<file path="src/rtl/sram_ctl_pkg.sv">
// Shared definitions for the SRAM controller read and write paths:
// default geometry, arbitration mode encodings and a width helper.
package sram_ctl_pkg;

    localparam int PORTS    = 16;
    localparam int DATA_W   = 256;
    localparam int ADDR_W   = 14;
    localparam int WEIGHT_W = 4;
    localparam int SRAM_LAT = 2;

    localparam logic MODE_SP  = 1'b0;
    localparam logic MODE_WRR = 1'b1;

    function automatic int clog2(input int n);
        int r;
        r = 0;
        while ((1 << r) < n) begin
            r = r + 1;
        end
        return r;
    endfunction

endpackage

</file>
<file path="src/rtl/wrr_pick.sv">
// Circular first-one finder: returns the first set request at or after
// start, wrapping modulo num_of_ports, plus a found flag.
module wrr_pick #(
    parameter int num_of_ports = 16,
    parameter int ptr_width    = 4
) (
    input  logic [num_of_ports-1:0] req,
    input  logic [ptr_width-1:0]    start,
    output logic [ptr_width-1:0]    idx,
    output logic                    found
);

    logic [num_of_ports-1:0] rot;
    logic [ptr_width:0]      off;
    logic [ptr_width:0]      sum;

    always_comb begin
        // Rotate so that bit 0 corresponds to the start index.
        rot   = num_of_ports'({req, req} >> start);
        found = 1'b0;
        off   = '0;
        for (int k = num_of_ports - 1; k >= 0; k--) begin
            if (rot[k]) begin
                found = 1'b1;
                off   = (ptr_width + 1)'(k);
            end
        end
        sum = {1'b0, start} + off;
        if (sum >= (ptr_width + 1)'(num_of_ports)) begin
            sum = sum - (ptr_width + 1)'(num_of_ports);
        end
        idx = sum[ptr_width-1:0];
    end

endmodule

</file>
<file path="src/rtl/read_arbiter.sv">
// SRAM read arbiter: strict-priority or weighted round-robin selection,
// one read issued per cycle, data routed back through a port-tag pipeline.
module read_arbiter
    import sram_ctl_pkg::*;
#(
    parameter int num_of_ports       = PORTS,
    parameter int arbiter_data_width = DATA_W,
    parameter int addr_width         = ADDR_W,
    parameter int sram_latency       = SRAM_LAT,
    parameter int weight_width       = WEIGHT_W
) (
    input  logic                                 clk,
    input  logic                                 rst,
    input  logic                                 sp0_wrr1,
    input  logic [num_of_ports-1:0]              rd_req_p,
    input  logic [num_of_ports*addr_width-1:0]   rd_addr_p,
    input  logic [num_of_ports*weight_width-1:0] wrr_weight_p,
    output logic [num_of_ports-1:0]              rd_gnt,
    output logic                                 sram_rd_en,
    output logic [addr_width-1:0]                sram_rd_addr,
    input  logic [arbiter_data_width-1:0]        sram_rd_data,
    output logic [arbiter_data_width-1:0]        data_out,
    output logic [num_of_ports-1:0]              data_out_valid
);

    localparam int PTR_W = (clog2(num_of_ports) < 1) ? 1 : clog2(num_of_ports);
    localparam int LAST  = sram_latency - 1;

    logic [PTR_W-1:0]        ptr_reg, ptr_next;
    logic [weight_width-1:0] cnt_reg, cnt_next;
    logic                    mode_prev_reg;

    logic [weight_width-1:0] w_eff    [num_of_ports];
    logic [addr_width-1:0]   addr_arr [num_of_ports];

    logic [PTR_W-1:0]        ptr_wrap, pick_start, pick_idx, gnt_idx;
    logic                    pick_found, stay, gnt_valid, mode_change;
    logic [weight_width-1:0] cnt_eff;

    logic                          sram_rd_en_reg;
    logic [addr_width-1:0]         sram_rd_addr_reg;
    logic [PTR_W-1:0]              issue_port_reg;
    logic                          tag_valid_reg [sram_latency];
    logic [PTR_W-1:0]              tag_port_reg  [sram_latency];
    logic [arbiter_data_width-1:0] data_out_reg;
    logic [num_of_ports-1:0]       data_out_valid_reg;

    genvar gi;
    generate
        for (gi = 0; gi < num_of_ports; gi++) begin : g_port
            logic [weight_width-1:0] w_raw;
            assign w_raw         = wrr_weight_p[gi*weight_width +: weight_width];
            assign w_eff[gi]     = (w_raw == '0) ? weight_width'(1) : w_raw;
            assign addr_arr[gi]  = rd_addr_p[gi*addr_width +: addr_width];
        end
    endgenerate

    // WRR scans from ptr+1 so ptr itself is considered last; SP scans from 0.
    assign ptr_wrap   = (ptr_reg == PTR_W'(num_of_ports - 1)) ? '0 : ptr_reg + 1'b1;
    assign pick_start = (sp0_wrr1 == MODE_WRR) ? ptr_wrap : '0;

    wrr_pick #(
        .num_of_ports (num_of_ports),
        .ptr_width    (PTR_W)
    ) u_pick (
        .req   (rd_req_p),
        .start (pick_start),
        .idx   (pick_idx),
        .found (pick_found)
    );

    always_comb begin
        mode_change = (sp0_wrr1 != mode_prev_reg);
        cnt_eff     = mode_change ? '0 : cnt_reg;
        stay        = (sp0_wrr1 == MODE_WRR) && rd_req_p[ptr_reg] && (cnt_eff < w_eff[ptr_reg]);
        gnt_valid   = stay || pick_found;
        gnt_idx     = stay ? ptr_reg : pick_idx;
        ptr_next    = ptr_reg;
        cnt_next    = cnt_eff;
        if ((sp0_wrr1 == MODE_WRR) && gnt_valid) begin
            if (stay) begin
                cnt_next = cnt_eff + 1'b1;
            end else begin
                ptr_next = pick_idx;
                cnt_next = weight_width'(1);
            end
        end
    end

    always_comb begin
        rd_gnt = '0;
        if (rst && gnt_valid) begin
            rd_gnt[gnt_idx] = 1'b1;
        end
    end

    always_ff @(posedge clk or negedge rst) begin
        if (!rst) begin
            ptr_reg       <= '0;
            cnt_reg       <= '0;
            mode_prev_reg <= MODE_SP;
        end else begin
            ptr_reg       <= ptr_next;
            cnt_reg       <= cnt_next;
            mode_prev_reg <= sp0_wrr1;
        end
    end

    always_ff @(posedge clk or negedge rst) begin
        if (!rst) begin
            sram_rd_en_reg   <= 1'b0;
            sram_rd_addr_reg <= '0;
            issue_port_reg   <= '0;
        end else begin
            sram_rd_en_reg <= gnt_valid;
            issue_port_reg <= gnt_idx;
            if (gnt_valid) begin
                sram_rd_addr_reg <= addr_arr[gnt_idx];
            end
        end
    end

    // Stage k is visible k+1 cycles after issue; the last stage lines up with sram_rd_data.
    always_ff @(posedge clk or negedge rst) begin
        if (!rst) begin
            for (int k = 0; k < sram_latency; k++) begin
                tag_valid_reg[k] <= 1'b0;
                tag_port_reg[k]  <= '0;
            end
        end else begin
            tag_valid_reg[0] <= sram_rd_en_reg;
            tag_port_reg[0]  <= issue_port_reg;
            for (int k = 1; k < sram_latency; k++) begin
                tag_valid_reg[k] <= tag_valid_reg[k-1];
                tag_port_reg[k]  <= tag_port_reg[k-1];
            end
        end
    end

    always_ff @(posedge clk or negedge rst) begin
        if (!rst) begin
            data_out_reg       <= '0;
            data_out_valid_reg <= '0;
        end else if (tag_valid_reg[LAST]) begin
            data_out_reg       <= sram_rd_data;
            data_out_valid_reg <= num_of_ports'(1) << tag_port_reg[LAST];
        end else begin
            data_out_valid_reg <= '0;
        end
    end

    assign sram_rd_en     = sram_rd_en_reg;
    assign sram_rd_addr   = sram_rd_addr_reg;
    assign data_out       = data_out_reg;
    assign data_out_valid = data_out_valid_reg;

endmodule

</file>
<file path="config.mk">
export PLATFORM = sky130hd
export DESIGN_NAME = read_arbiter
export DESIGN_NICKNAME = d
export VERILOG_FILES = /design/src/rtl/sram_ctl_pkg.sv /design/src/rtl/wrr_pick.sv /design/src/rtl/read_arbiter.sv
export SDC_FILE = /design/constraint.sdc
export NUM_CORES = 1
export LEC_CHECK = 0
export CAP_MARGIN = 20
export CORE_AREA = 2 2 339 341
export CTS_BUF_LIST = sky130_fd_sc_hd__clkbuf_4 sky130_fd_sc_hd__clkbuf_8
export CTS_CLUSTER_DIAMETER = 80
export DETAILED_ROUTE_END_ITERATION = 10
export DIE_AREA = 0 0 341 343
export PLACE_DENSITY = 0.41
export SLEW_MARGIN = 20
export SYNTH_ARGS = -nofsm -noshare
export SYNTH_HDL_FRONTEND = slang
export SYNTH_SLANG_ARGS = --single-unit
</file>
<file path="constraint.sdc">
create_clock -name clk -period 11 [get_ports clk]
set_input_delay 2.2 -clock clk [delete_from_list [all_inputs] [get_ports clk]]
set_output_delay 2.2 -clock clk [all_outputs]
set_load 0.005 [all_outputs]
</file>
* Word level (Yosys, flattened, before mapping) *
Index checks and enable logic that the tools add are counted.

storage, ports and cells
  word-level logic and storage cells = 118
  input bits = 563
  flip-flop bits (word level) = 310
  output and inout port bits = 303

operators by class
  $add $sub $neg = 4
  shift operators = 2
  magnitude comparators = 7
  bitwise gates (word level) = 2
  equal/unequal tests = 2
  reduce and logical (&&, ||, !) cells = 22
  multiplexer cells = 67

operator list
  operator                count
  $mux W4                 41
  $logic_not A4 Y1        16
  $bmux W14 S4            1
  $mux W16                2
  $shr A32 B4 Y16         1
  $mux W14                2
  $mux W1                 18
  $bmux W4 S4             1
  $shl A1 B4 Y16 const A  1
  $ge A5 B5 Y1 const B    3
  $lt A4 B5 Y1 const B    2
  $not A4 Y5              2
  $add A4 B1 Y4 const B   2
  $add A4 B4 Y5           1
  $logic_and A1 B1 Y1     5
  $bmux W1 S4             1
  $demux W1 S4            1
  $eq A4 B4 Y1 const B    1
  $ge A4 B1 Y1 const B    1
  $lt A4 B4 Y1            1
  $sub A4 B1 Y4 const B   1
  $logic_or A1 B1 Y1      1
  $ne A1 B1 Y1            1

* Depth between registers and ports, before layout *
Gate-level depths: netlist (run 1).

  depth in word-level cells = 29
  gate-level depth with buffers = 26
  gate-level depth less buffers = 22

* Modules after synthesis *
Synthesis (run 1) repeated with hierarchy kept, for this count alone.

unflattened totals
  cell total of the unflattened synthesis = 1388
  area, all modules = 16762.3 um^2

by module, submodules not included
  module        instances  area each (um^2)  cells each  seq. area each (um^2)
  read_arbiter  1          15442.3           1259        7757.4
  wrr_pick      1          1320.0            129         0.0

* Worst setup path before layout (run 1) *
Ideal clock, no wire load.

  kind = input-to-output
  start = input sp0_wrr1
  end = output rd_gnt[11]
  data arrival time = 6.230 ns
  setup slack = 2.570 ns
  data required time = 8.800 ns
  path buffers = 4
  stages = 23
  cells stage by stage = buf_4 -> nand2_4 -> buf_6 -> mux2i_1 -> mux2i_1 -> mux2i_1 -> o21ai_0 -> a21boi_1 -> a21boi_0 -> o31ai_1 -> a21boi_0 -> or4b_1 -> a32o_1 -> ha_1 -> inv_1 -> fa_1 -> o21ai_1 -> nand2_1 -> inv_2 -> buf_4 -> buf_2 -> nand4_1 -> nor2b_1

between the ends
  cells in the longest elaborated chain, start to end = 27
  elaborated cells on any way between the ends = 52
  those cells by class = add/sub (2); order compare (4); eq/ne (1); shift (1); mux (39); reduce/logical (5)

RTL lines
  item                                                                       line                            source
  start, declared                                                            read_arbiter.sv:14              input logic sp0_wrr1,
  $mux W4                                                                    read_arbiter.sv:60              assign pick_start = (sp0_wrr1 == MODE_WRR) ? ptr_wrap : '0;
  $shr A32 B4 Y16                                                            wrr_pick.sv:19                  rot = num_of_ports'({req, req} >> start);
  $mux W4 (16 in a row)                                                      wrr_pick.sv:23                  if (rot[k]) begin
  $add A4 B4 Y5                                                              wrr_pick.sv:28                  sum = {1'b0, start} + off;
  $sub A4 B1 Y4 / $ge A5 B5 Y1 (equally long branches)                       wrr_pick.sv:30, wrr_pick.sv:29
  $mux W4                                                                    wrr_pick.sv:29                  if (sum >= (ptr_width + 1)'(num_of_ports)) begin
  $mux W4                                                                    --
  $lt A4 B5 Y1 (not written as such) / $ge A4 B1 Y1 (equally long branches)  read_arbiter.sv:93              rd_gnt[gnt_idx] = 1'b1;
  $logic_and A1 B1 Y1 (not written as such)                                  read_arbiter.sv:93
  $mux W1 (not written as such)                                              read_arbiter.sv:93
  $demux W1 S4                                                               read_arbiter.sv:93
  $mux W16 *                                                                 read_arbiter.sv:92              if (rst && gnt_valid) begin
  end, declared                                                              read_arbiter.sv:18              output logic [num_of_ports-1:0] rd_gnt,

Every way passes the cells marked *; elsewhere a longest branch is shown, timed or not.

* Worst setup path after layout (run 1) *
  start = input sp0_wrr1
  end = output rd_gnt[7]

between the ends
  cells in the longest elaborated chain, start to end = 27
  elaborated cells on any way between the ends = 52
  those cells by class = add/sub (2); order compare (4); eq/ne (1); shift (1); mux (39); reduce/logical (5)

RTL lines
  item                                                                       line                            source
  $mux W4                                                                    read_arbiter.sv:60
  $shr A32 B4 Y16                                                            wrr_pick.sv:19
  $mux W4 (16 in a row)                                                      wrr_pick.sv:23
  $add A4 B4 Y5                                                              wrr_pick.sv:28
  $sub A4 B1 Y4 / $ge A5 B5 Y1 (equally long branches)                       wrr_pick.sv:30, wrr_pick.sv:29
  $mux W4                                                                    wrr_pick.sv:29
  $mux W4 *                                                                  --
  named net gnt_idx[2]                                                       read_arbiter.sv:36              logic [PTR_W-1:0] ptr_wrap, pick_start, pick_idx, gnt_idx;
  $lt A4 B5 Y1 (not written as such) / $ge A4 B1 Y1 (equally long branches)  read_arbiter.sv:93
  $logic_and A1 B1 Y1 (not written as such)                                  read_arbiter.sv:93
  $mux W1 (not written as such)                                              read_arbiter.sv:93
  $demux W1 S4 *                                                             read_arbiter.sv:93
  $mux W16 *                                                                 read_arbiter.sv:92

Mark *: on every way through the listed nets, which the timed path passes. The rest lies on a longest branch.

==> flow_summary.toml, run 1 <==
[cts]
clock_latency_ns = 0.66
cts_tree = "done"
cts_buffers = 69
cts_root_buf = "clkbuf_8"
hold_buffers = 0
post-cts-setup-buffers = 0
path_clk_slew_ns = 0.05
htree_num_levels = 3
clock_sinks = 310
cts_resized = 0
cts_buffer_depth = 3

[power_and_ir_drop]
power_density_nw_per_um2 = 241.8
switching_share = 0.4726
p_total_mw = 6.612
leakagePower_nw = 11.04
power.share.combinational = 0.583
ir_drop_mv = 0.6128
power.net_switching_mw = 3.125
p_int_mw = 3.487
power_frac_clock = 0.212
p_seq_frac = 0.205

[routing]
dr.first_iter.drc_count = 677
finalWirelength_um = 88620
detail_route.vias_per_cell = 3.833
drc = 0
drtPass1Iterations = 4
final_antenna_net_count = 0
wl_per_cell_um = 23.73
vias = 14320

[cells_and_area]
area_growth_syn_to_layout_pct = 76.39
final_nets = 2736
n_fill_cell = 12070
multiInputGateArea_um2 = 7263
drive_above_1_share = 0.2035
regArea_um2 = 7761
final_util = 0.2412
largest_reg_flops = 256

[placement]
portBuffers = 865
place_hpwl_um = 72550
gp_congestion = 0.8971

[timing]
clock.fmax_mhz = 99.04
fin_skew_ns = 0.02839
relSlewSlack = 0.3427
slew_viol_final = 0
hold_ws_ns = 0.3464
min_period_ns = 10.10
worst_pin_slew_ns = 0.9860
setup_violations = 0
post-route-period-util = 0.9179
rsz0062_at_grt = "false"
hold_viol_final = 0
fin_tns_setup_ns = 0

[floorplanning]
die-area_um2 = 117000
die_width_um = 341
fp.coreArea_um2 = 113400
die_h_um = 343
initial_utilization = 0.1367
pin_count = 866
rows = 124

[worst_setup_path]
cp.arrival_ns = 7.90
startpoint = "sp0_wrr1"
r2r-start = "ptr_reg[0]$_DFFE_PN0P_"
critical_path_class = "primary input to output pin"
reg2regPathDepth = 25
required_ns = 8.80
start_kind = "primary input"
rrSetupSlack_ns = 3.17
cp-endpoint = "rd_gnt[7]"
r2r-end = "sram_rd_addr[10]$_DFFE_PN0N_"
worst_setup_path_end_kind = "output pin"
path_max_fanout = 18

[synth]
synthFlopType = "dfrtp_1"
synthCells = 1293
ys_seq_elements = 310
ys_warn_count = 0
syn_area_um2 = 15510
synth_edf_count = 0
postSynth.asyncResetShare = 1.000
ys_types = 70
syn_nets = 1865
yosysSeqAreaShare = 0.5003
avgSynthCellArea_um2 = 11.99

[grt]
first_global_vias = 15650
track_usage = 0.1466
grt.overflow.total = 0
antenna_found_initial = 31
grt_pass1_wl_um = 121900
grt_max_degree = 133

[run]
maxCapViolations = 0

[outcome]
status = "finished clean"

[min_path]
worstHoldPathType = "flop to flop"
-- Yosys cell counts (all sizes together) (2+ instances only) --
cell | count | share of area
dfrtp | 310 | 0.50
mux4 | 23 | 0.033
o2111ai | 2 | 0.0023
and2 | 3 | 0.0012
a22oi | 17 | 0.0091
or3 | 2 | 0.00081
xnor2 | 5 | 0.0028
a211o | 2 | 0.0011
o31ai | 2 | 0.0019
a21boi | 3 | 0.0015
a211oi | 2 | 0.00097
nand2b | 5 | 0.0020
a21oi | 62 | 0.020
mux2 | 261 | 0.19
a22o | 2 | 0.0011
nor2 | 57 | 0.015
nand2 | 138 | 0.034
buf | 42 | 0.018
nor2b | 7 | 0.0028
nand3b | 5 | 0.0024
nand3 | 61 | 0.020
o21ai | 24 | 0.0077
mux2i | 96 | 0.065
a21o | 4 | 0.0019
o311ai | 2 | 0.0016
or2 | 2 | 0.00081
a31oi | 16 | 0.0065
a221oi | 29 | 0.016
nand4 | 4 | 0.0016
xor2 | 2 | 0.0016
clkbuf | 46 | 0.011
nor3 | 18 | 0.0058
inv | 17 | 0.0041
ha | 8 | 0.0065
-- kinds of logic (layout without fill, tap and decap cells) --
kind of cell    count (synthesis)  in the layout  share of synthesized area
compound gates                173            173                    0.07593
fa+ha+maj                       9              9                   0.007747
simple gates                  309            309                    0.09086
mux                           380            380                     0.2875
other cells                     0             12                          0
flops                         310            310                     0.5003
buf+inv                       105           1023                    0.03324
xor+xnor                        7              7                   0.004438
-- area by class of cell --
cell class,instances,area share
repair buffers,888,0.3244
flip-flops and latches,310,0.2838
inverters,17,0.002425
well taps,1512,0.06917
clock inverters,19,0.007182
diodes,12,0.001098
multi-input cells,878,0.2656
clock buffers,99,0.04639
-- metal layers --
metal	track usage	wire length, µm	vias to the layer above
li1	-	-	6461
met3	0.05020	7558	135
met1	0.1671	34580	7062
met4	0.04112	2093	6
met5	0	31	-
met2	0.2590	44350	651
-- worst max-delay path, cell delays in order --
cell and delay [ns]:
clkdlybuf4s50_1 0.63, nand2_4 0.37, mux2i_1 0.29, mux2i_1 0.13
mux2i_1 0.36, nand2b_1 0.09, a21o_1 0.21, a211oi_1 0.33
o21ai_0 0.16, a31oi_1 0.31, or4b_1 0.17, a32o_1 0.21
ha_1 0.20, inv_1 0.07, fa_1 0.40, xnor2_1 0.67
mux2i_4 0.13, inv_1 0.14, nand2_1 0.16, nor2_1 0.13
clkdlybuf4s50_1 0.55
-- power groups by stage --
stage | registers, mW | logic, mW | clock network, mW
floorplan | 1.36 | 2.28 | 0
global placement | 1.38 | 3.93 | 0
detailed placement | 1.38 | 3.92 | 0
CTS | 1.36 | 3.93 | 1.48
global route | 1.38 | 4.21 | 1.53
finish | 1.36 | 3.86 | 1.40
-- through the flow --
| step | cells | setup slack (ns) | area, µm² |
|---|---|---|---|
| 2_1_floorplan | 1293 | 2.570 | 15510 |
| 3_3_place_gp | 3605 | 0.9180 | 25860 |
| 3_5_place_dp | 3605 | 0.9535 | 25860 |
| 4_1_cts | 3723 | 0.9079 | 27320 |
| 5_1_grt | 3731 | 0.5040 | 27340 |
| 6_report | 3735 | 0.9029 | 27350 |
-- worst min path at each step --
stage	startpoint	to	slack (ns)	cells after the start
after global placement	tag_valid_reg[1]$_DFF_PN0_	tag_valid_reg[0]$_DFF_PN0_	0.33	0
after CTS	tag_port_reg[5]$_DFF_PN0_	tag_port_reg[1]$_DFF_PN0_	0.35	0
final	issue_port_reg[0]$_DFF_PN0_	tag_port_reg[4]$_DFF_PN0_	0.35	0
after floorplan	tag_port_reg[4]$_DFF_PN0_	tag_port_reg[0]$_DFF_PN0_	0.33	0
after detailed placement	tag_port_reg[5]$_DFF_PN0_	tag_port_reg[1]$_DFF_PN0_	0.34	0
after global routing	tag_port_reg[5]$_DFF_PN0_	tag_port_reg[1]$_DFF_PN0_	0.36	0
-- placed cells by master, fill, tap and decap left out, drive strengths merged, types with 3 or more instances in the layout --
cell	n
nand3b	5
clkbuf	99
nand2b	5
a31oi	16
clkinvlp	3
a21oi	62
dfrtp	310
nand2	138
and2	3
mux2	261
nand3	61
a21o	4
xnor2	5
o21ai	24
diode	12
a221oi	29
nor3	18
mux4	23
buf	24
clkinv	11
clkdlybuf4s50	864
inv	20
mux2i	96
a22oi	17
nor2	57
a21boi	3
nor2b	7
ha	8
nand4	4
Power figures use the tool's default switching activity.
==> run 2: changes to the inputs <==
Settings changed: CORE_AREA 2 2 339 341 to 2 2 336 338, DIE_AREA 0 0 341 343 to 0 0 338 340.
==> run 2 against run 1 <==
Die area is 1.7% lower. Wire length is 13% lower. Critical path depth is 1 lower. Fmax is 0.54% lower. Global-route usage is 1.7 points lower. Clock power is 6% higher. Cell count is 0.43% lower. Utilization is 0.44 points higher. Clock skew is 0.0076 ns higher. Via count is 0.82% lower. Setup slack worse by 0.055 ns. Largest cell class unchanged.
==> flow_summary.toml, run 2 (synthesis gave the netlist of run 1 again) <==
[grt]
first_global_vias = 15500
grt_pass1_wl_um = 109000
grt.overflow.total = 0
grt_max_degree = 127
antenna_found_initial = 19
track_usage = 0.1301

[power_and_ir_drop]
p_int_mw = 3.581
power.share.combinational = 0.573
ir_drop_mv = 0.2724
p_total_mw = 6.638
leakagePower_nw = 11.09
p_seq_frac = 0.204
power_density_nw_per_um2 = 242.2
power_frac_clock = 0.223
power.net_switching_mw = 3.057
switching_share = 0.4605

[routing]
vias = 14200
wl_per_cell_um = 20.82
finalWirelength_um = 77440
dr.first_iter.drc_count = 506
drtPass1Iterations = 7
drc = 0
detail_route.vias_per_cell = 3.817
final_antenna_net_count = 0

[timing]
fin_tns_setup_ns = 0
fin_skew_ns = 0.03595
setup_violations = 0
clock.fmax_mhz = 98.50
post-route-period-util = 0.9229
rsz0062_at_grt = "false"
worst_pin_slew_ns = 0.9218
slew_viol_final = 0
min_period_ns = 10.15
hold_viol_final = 0
relSlewSlack = 0.3679

[floorplanning]
die-area_um2 = 114900
pin_count = 866
die_h_um = 340
rows = 123
die_width_um = 338
initial_utilization = 0.1390
fp.coreArea_um2 = 111600

[cells_and_area]
largest_reg_flops = 256
final_nets = 2735
area_growth_syn_to_layout_pct = 76.72
mostFrequentLayoutCell = "clkdlybuf4s50_1"
final_cell_mix = "864 x clkdlybuf4s50_1, 309 x dfrtp_1, 260 x mux2_2"
drive_above_1_share = 0.2042

[cts]
cts_buffer_depth = 3
cts_resized = 0
cts_buffers = 67
post-cts-setup-buffers = 0
cts_tree = "done"
clock_sinks = 310
cts_root_buf = "clkbuf_8"
hold_buffers = 0
htree_num_levels = 3
path_clk_slew_ns = 0.05
clock_latency_ns = 0.65

[worst_setup_path]
cpPeakStageDelay_ns = 0.67
slowest_stage = "o311ai_0"
worst_setup_path_end_kind = "output pin"
critical_path_class = "primary input to output pin"
critPathTopFamily = "compound AO/OA/AOI/OAI gates"
cpMostUsedCell = "mux2i_1"
required_ns = 8.80
crit_buf_inv = 3
cp.arrival_ns = 7.95
start_kind = "primary input"
path_cells = "clkdlybuf4s50_1 > nand2_4 > mux2i_1 > mux2i_1 > mux2i_1 > nand3_1 > nand2_1 > a21oi_1 > o2bb2ai_1 > a22oi_1 > o311ai_0 > inv_1 > ha_1 > a21o_1 > a21oi_1 > xnor2_1 > xnor2_1 > o31ai_4 > nor2b_1 > clkdlybuf4s50_1"
path_max_fanout = 18

[run]
maxCapViolations = 0

[placement]
gp_congestion = 0.8502
portBuffers = 865
place_hpwl_um = 63980

[outcome]
status = "finished clean"

[min_path]
worstHoldPathType = "flop to flop"
run 2: power groups by stage:
stage | Sequential (mW) | Clock, mW | Combinational (mW)
floorplan | 1.36 | 0 | 2.28
global placement | 1.37 | 0 | 3.91
detailed placement | 1.38 | 0 | 3.92
CTS | 1.36 | 1.55 | 3.94
global route | 1.37 | 1.60 | 4.16
finish | 1.36 | 1.48 | 3.81
run 2: routing by layer:
layer | vias to the layer above | global-route usage | share of wire | routed length (µm)
met3 | 107 | 0.04501 | 0.090 | 6948
met1 | 6952 | 0.1351 | 0.36 | 27720
met4 | 12 | 0.03435 | 0.021 | 1663
li1 | 6472 | - | - | -
met5 | - | 0 | 0.00094 | 73
met2 | 654 | 0.2451 | 0.53 | 41030
run 2: per-stage QoR:
stage                       util  hold slack [ns]  worst slack [ns]  std cells  instance area (µm²)
after floorplan                -           0.3312             2.570       1293                15510
after global placement    0.2313           0.3418            0.8437       3594                25800
after detailed placement  0.2313           0.3347            0.8559       3594                25800
after CTS                 0.2455           0.3469            0.8122       3714                27390
after global routing      0.2456           0.3500            0.3877       3718                27400
final                     0.2456           0.3459            0.8481       3719                27400
run 2: worst register-to-register path, delay by kind of cell (launching register included):
| kind | cells | cell delay (ns) |
|---|---|---|
| flops | 1 | 0.82 |
| buf+inv | 5 | 1.56 |
| fa+ha+maj | 3 | 0.89 |
| simple gates | 3 | 0.68 |
| mux | 3 | 1.11 |
| compound gates | 11 | 2.51 |
run 2: cell type report:
class | instances | area, µm²
Sequential cell | 310 | 7761
Clock buffer | 99 | 1244
Antenna cell | 5 | 12.51
Fill cell | 11820 | 84170
Clock inverter | 21 | 341.6
Timing Repair Buffer | 889 | 8856
Multi-Input combinational cell | 878 | 7244
Tap cell | 1500 | 1877
Inverter | 17 | 66.31
run 2: path summary, 6_finish.rpt:
path | startpoint | to | slack (ns) | cells after the start
hold reg to reg | tag_port_reg[7]$_DFF_PN0_ | tag_port_reg[3]$_DFF_PN0_ | 0.35 | 0
min in group asynchronous | rst | data_out[121]$_DFFE_PN0P_ | 1.38 | 1
setup reg to reg | ptr_reg[1]$_DFFE_PN0P_ | sram_rd_addr[10]$_DFFE_PN0N_ | 3.35 | 25
hold / removal | tag_port_reg[7]$_DFF_PN0_ | tag_port_reg[3]$_DFF_PN0_ | 0.35 | 0
setup / recovery | sp0_wrr1 | rd_gnt[10] | 0.85 | 20
max in group asynchronous | rst | tag_valid_reg[0]$_DFF_PN0_ | 6.59 | 5
